===== src/rtl/spi_reg_bank.sv =====
// spi_reg_bank: SPI command decoder and register bank (sclk domain).
// Takes framed bytes from the slave shift stage and runs burst
// writes/reads over 2**ADDR_W byte registers. The top slot is a
// read-only ID register.
//
// Ports:
//   sclk, rst      clock; asynchronous active-high reset
//   cs             active-low frame qualifier
//   rx_valid       one-cycle strobe, rx_data holds a received byte
//   rx_data        received byte
//   err_clr        synchronous clear of err_flag
//   tx_data        byte for the next transmit slot
//   tx_load        one-cycle strobe, tx_data newly valid
//   wr_strobe      one-cycle pulse, a register write happened
//   wr_addr        address of the last write
//   reg_flat       all registers, reg i at [8i+7:8i]
//   err_flag       sticky protocol-error flag
module spi_reg_bank #(
    parameter int         ADDR_W = 4,
    parameter logic [7:0] ID_VAL = 8'hA5
) (
    input  logic                     sclk,
    input  logic                     rst,
    input  logic                     cs,
    input  logic                     rx_valid,
    input  logic [7:0]               rx_data,
    input  logic                     err_clr,
    output logic [7:0]               tx_data,
    output logic                     tx_load,
    output logic                     wr_strobe,
    output logic [ADDR_W-1:0]        wr_addr,
    output logic [8*(2**ADDR_W)-1:0] reg_flat,
    output logic                     err_flag
);

    localparam int                N        = 2**ADDR_W;
    localparam logic [ADDR_W-1:0] TOP      = '1;
    // Command bits between the read flag and the address field.
    localparam logic [7:0]        RSV_MASK = 8'h7F & ~8'((1 << ADDR_W) - 1);

    typedef enum logic [2:0] {
        IDLE,
        CMD,
        WR,
        RD,
        ERR
    } state_t;

    state_t            state;
    state_t            state_n;

    logic [7:0]        regs [N];
    logic [ADDR_W-1:0] ptr;
    logic              rd_pend;
    logic [7:0]        rd_val;

    logic              take;
    logic              cmd_ok;
    logic              cmd_bad;
    logic              wr_go;
    logic              rd_go;

    assign take   = rx_valid & ~cs;
    assign rd_val = (ptr == TOP) ? ID_VAL : regs[ptr];

    always_ff @(posedge sclk or posedge rst) begin
        if (rst) begin
            state <= IDLE;
        end else begin
            state <= state_n;
        end
    end

    always_comb begin
        state_n = state;
        cmd_ok  = 1'b0;
        cmd_bad = 1'b0;
        wr_go   = 1'b0;
        rd_go   = 1'b0;
        if (cs) begin
            state_n = IDLE;
        end else begin
            unique case (state)
                // A byte arriving on the very first cs-low edge is
                // already the command, so IDLE decodes like CMD.
                IDLE, CMD: begin
                    state_n = CMD;
                    if (take) begin
                        if ((rx_data & RSV_MASK) != 8'h00) begin
                            cmd_bad = 1'b1;
                            state_n = ERR;
                        end else begin
                            cmd_ok  = 1'b1;
                            state_n = rx_data[7] ? RD : WR;
                        end
                    end
                end
                WR:      wr_go = take;
                RD:      rd_go = take;
                ERR:     state_n = ERR;
                default: state_n = IDLE;
            endcase
        end
    end

    // Reads are fetched one edge after the byte that requests them, so
    // the fetch sees any write made earlier in the frame.
    always_ff @(posedge sclk or posedge rst) begin
        if (rst) begin
            ptr       <= '0;
            rd_pend   <= 1'b0;
            tx_data   <= 8'h00;
            tx_load   <= 1'b0;
            wr_strobe <= 1'b0;
            wr_addr   <= '0;
            err_flag  <= 1'b0;
        end else begin
            tx_load   <= 1'b0;
            wr_strobe <= 1'b0;
            rd_pend   <= (cmd_ok & rx_data[7]) | rd_go;
            err_flag  <= cmd_bad | (err_flag & ~err_clr);
            if (rd_pend && !cs) begin
                tx_data <= rd_val;
                tx_load <= 1'b1;
            end
            if (cmd_ok) begin
                ptr <= rx_data[ADDR_W-1:0];
            end else if (wr_go || rd_go) begin
                ptr <= ptr + ADDR_W'(1);
            end
            if (wr_go) begin
                wr_strobe <= 1'b1;
                wr_addr   <= ptr;
            end
        end
    end

    // The top slot is never written; it reads back as ID_VAL.
    always_ff @(posedge sclk or posedge rst) begin
        if (rst) begin
            for (int i = 0; i < N; i++) begin
                regs[i] <= 8'h00;
            end
        end else if (wr_go && ptr != TOP) begin
            regs[ptr] <= rx_data;
        end
    end

    always_comb begin
        reg_flat = '0;
        for (int i = 0; i < N - 1; i++) begin
            reg_flat[8*i +: 8] = regs[i];
        end
        reg_flat[8*(N-1) +: 8] = ID_VAL;
    end

endmodule


===== config.mk =====
export PLATFORM = sky130hd
export DESIGN_NAME = spi_reg_bank
export DESIGN_NICKNAME = d
export VERILOG_FILES = /design/src/rtl/spi_reg_bank.sv
export SDC_FILE = /design/constraint.sdc
export NUM_CORES = 1
export LEC_CHECK = 0
export ABC_AREA = 1
export CAP_MARGIN = 30
export CELL_PAD_IN_SITES_DETAIL_PLACEMENT = 1
export CELL_PAD_IN_SITES_GLOBAL_PLACEMENT = 1
export CORE_MARGIN = 1
export CORE_UTILIZATION = 39
export CTS_CLUSTER_DIAMETER = 60
export DETAILED_ROUTE_END_ITERATION = 16
export MAX_ROUTING_LAYER = met4
export PLACE_DENSITY = 0.78
export SLEW_MARGIN = 15
export SYNTH_ARGS = -nofsm -noshare
export SYNTH_HDL_FRONTEND = slang
export SYNTH_SLANG_ARGS = --single-unit
export TNS_END_PERCENT = 50

===== constraint.sdc =====
create_clock -name sclk -period 7.3 [get_ports sclk]
set_input_delay 1.46 -clock sclk [delete_from_list [all_inputs] [get_ports sclk]]
set_output_delay 1.46 -clock sclk [all_outputs]
set_load 0.02 [all_outputs]

==> impl_results.md <==
* Status: finished, final reports clean
* Kind of critical path: input port to flop
* Drc violations at 0
* IO Port Bufs at 147
* I/O pin count at 156
* CP startpoint kind: input port
* Post-CTS resize count at 0
* Hold buffer count at CTS at 0
* RD Place Congestion at 0.808
* Combinational power share at 27.6%
* Final critical-path required period at 3.19 ns
* Yosys top cell area share at 44.1%
* Sequential fraction of design power at 37.1%
* First-pass GRT wire length at 38,900 um
* Layout cells sized above 1 at 14.8%
* Area Growth Syn to Fin at 14.8%
* H-tree levels at 4
* Final Util at 46.2%
* CP Max Fanout at 16
* Clk_skew at 0.0103 ns
* CORE AREA at 21,300 um^2
* Clock Pin Slew Worst Setup and Hold Paths at 0.06 ns
* Mean Syn Cell Area at 8.22 um^2
* Total gr overflow at 0
* Drt wl/cell at 18.5 um
* Vias per inst at 4.90
* DIE WIDTH at 150 um
* Final Max Slew Viols at 0
* Worst hold path type: flop to flop
* Peak supply drop at 0.184 mV
* Nets at 1,056
* Setup TNS at 0 ns
* Synth Warn # at 0
* Die area at 22,500 um^2
* N_diodes at 0
* #FFs+latches synth at 151
* Max Cap Violations at 0
* CTS Sinks at 151
* Switching Fraction at 35.2%
* Pin count of the biggest net entering global routing at 69
* CTS root buf: clkbuf_16
* Overall routing resource usage at 23.8%
* Most frequent cells in the layout: nand2_1 (317), dfrtp_1 (150), clkdlybuf4s50_1 (147)
* Clock power frac at 35.2%
* Vias in the first global route at 6,638
* Starting density of the core at 40.2%
* Final ANT Viol Nets at 0
* Max-slew headroom at 37.3%
* Yosys cell types at 30
* DRT iter0 DRCs at 367
* CTS tree: yes
* Clock Tree Buf Depth at 2
* Most common cell after layout, fill and taps aside: nand2_1
* Seq/Total Area, Yosys at 44.1%
* Leakage at 4.73 nW
* Row cnt at 53
* Fin crit share at 43.7%
* Setup bufs post-CTS at 0
* Via count at 6,507
* Worst EP required at 7.61 ns
* CP Capture Type: flop
* PwrDens at 254 nW/um^2
* Initial antenna violation count at 0
* Worst endpoint data arrival time at 3.50 ns
* Clk_lat worst skew at 0.43 ns
* Slew @ Worst Pin at 0.939 ns
* HPWL Detailed at 17,000 um
* Synth area leaders: dfrtp_1 (44%), nand2_1 (14%), buf_4 (11%)
* Psw at 0.000878 W
* Setup-failing EPs final at 0
* Internal power at 0.00162 W
* Final hold violation count at 0
* Cell count after synthesis at 1,041
* Filler cell count at 2,529
* Total Wirelength at 24,500 um
* Router iterations before antenna repair at 4
* Yosys top cell by area: dfrtp_1
* Peak Freq at 314 MHz
* CTS Buf Count at 17
* RSZ-0062 raised after global routing: false
* Die Y-Extent at 150 um
* Mapped cell area at 8560 um^2
cell type report:
type                            count  area (um^2)  area share, %
Clock buffer                       23          478           4.86
Clock inverter                      9          100           1.02
Inverter                           93          354           3.60
Multi-Input combinational cell    618         3160           32.1
Sequential cell                   151         3780           38.4
Tap cell                          275          344           3.50
Timing Repair Buffer              158         1620           16.4
final timing paths:
| kind | start | end | slack (ns) | cells after the start |
|---|---|---|---|---|
| hold / removal | regs[5]$_DFFE_PP0P_ | regs[5]$_DFFE_PP0P_ | 0.38 | 0 |
| max in group asynchronous | rst | ptr[0]$_DFFE_PP0P_ | 4.74 | 3 |
| setup reg to reg | ptr[0]$_DFFE_PP0P_ | reg_flat[68]$_DFFE_PP0P_ | 4.83 | 8 |
| min in group asynchronous | rst | reg_flat[75]$_DFFE_PP0P_ | 1.48 | 2 |
| hold reg to reg | regs[5]$_DFFE_PP0P_ | regs[5]$_DFFE_PP0P_ | 0.38 | 0 |
| setup / recovery | rx_data[4] | ptr[0]$_DFFE_PP0P_ | 4.11 | 9 |
cell usage after synthesis:
cell type,count
o21ai_1,22
a21oi_1,6
buf_4,129
dfrtp_1,151
nand3b_1,1
o21ai_0,46
a22oi_1,2
nand3_4,1
xor2_1,1
nor2_2,4
clkbuf_1,25
nand2_4,13
o22ai_1,2
ha_1,4
nand3_1,53
buf_2,16
inv_1,91
nand2_2,12
xnor2_1,1
nor2_8,4
inv_2,1
nand2_8,1
buf_6,13
nor2_1,42
nand2_1,317
conb_1,2
buf_1,2
nor3_1,1
o21ai_2,77
clkinv_1,1
power by group through the flow:
stage	Combinational, W	Sequential [W]	Clock, W
floorplan	0.000459	0.000948	0
global placement	0.000672	0.000941	0
detailed placement	0.000690	0.000942	0
CTS	0.000695	0.000927	0.000885
global route	0.000765	0.000932	0.000923
finish	0.000690	0.000927	0.000879
metal layers:
metal,global-route usage (%),vias to the layer above,wire (um)
met1,32.1,3220,11500
met3,4.30,25,1090
li1,-,3112,-
met4,5.81,0,303
met2,37.2,150,11600
met5,-,-,0
per-stage QoR:
step	cell area [um^2]	std cells	setup WS [ns]	power, W	hold slack, ns
finish	9830	1327	4.11	0.00250	0.378
global placement	9150	1290	3.86	0.00161	0.364
detailed placement	9220	1293	3.72	0.00163	0.368
CTS	9800	1325	4.14	0.00251	0.383
floorplan	8580	1047	1.78	0.00141	0.429
global route	9830	1327	3.98	0.00262	0.390
critical path, cell delays in order:
cell	delay, ns
clkdlybuf4s50_1	0.39
inv_1	0.66
nand3_1	0.27
inv_1	0.11
nand2_1	0.13
nand2_1	0.15
nor2_1	0.05
nor3_1	0.17
inv_1	0.07
flip-flops by register name, indices dropped and copies added, names as in the netlist:
name       count
reg_flat     120
regs           8
tx_data        8
ptr            4
wr_addr        4
state          3
err_flag       1
rd_pend        1
tx_load        1
wr_strobe      1
cells by family (layout without fill, tap and decap cells):
kind of cell,Yosys count,in the layout,share of synthesized area [%]
compound gates,155,155,12.5
buf+inv,278,283,19.2
simple gates,449,449,23.2
fa+ha+maj,4,4,0.585
flops,151,151,44.1
other cells,2,8,0.0877
xor+xnor,2,2,0.205
Note: power is estimated with default switching activity, not from simulation.
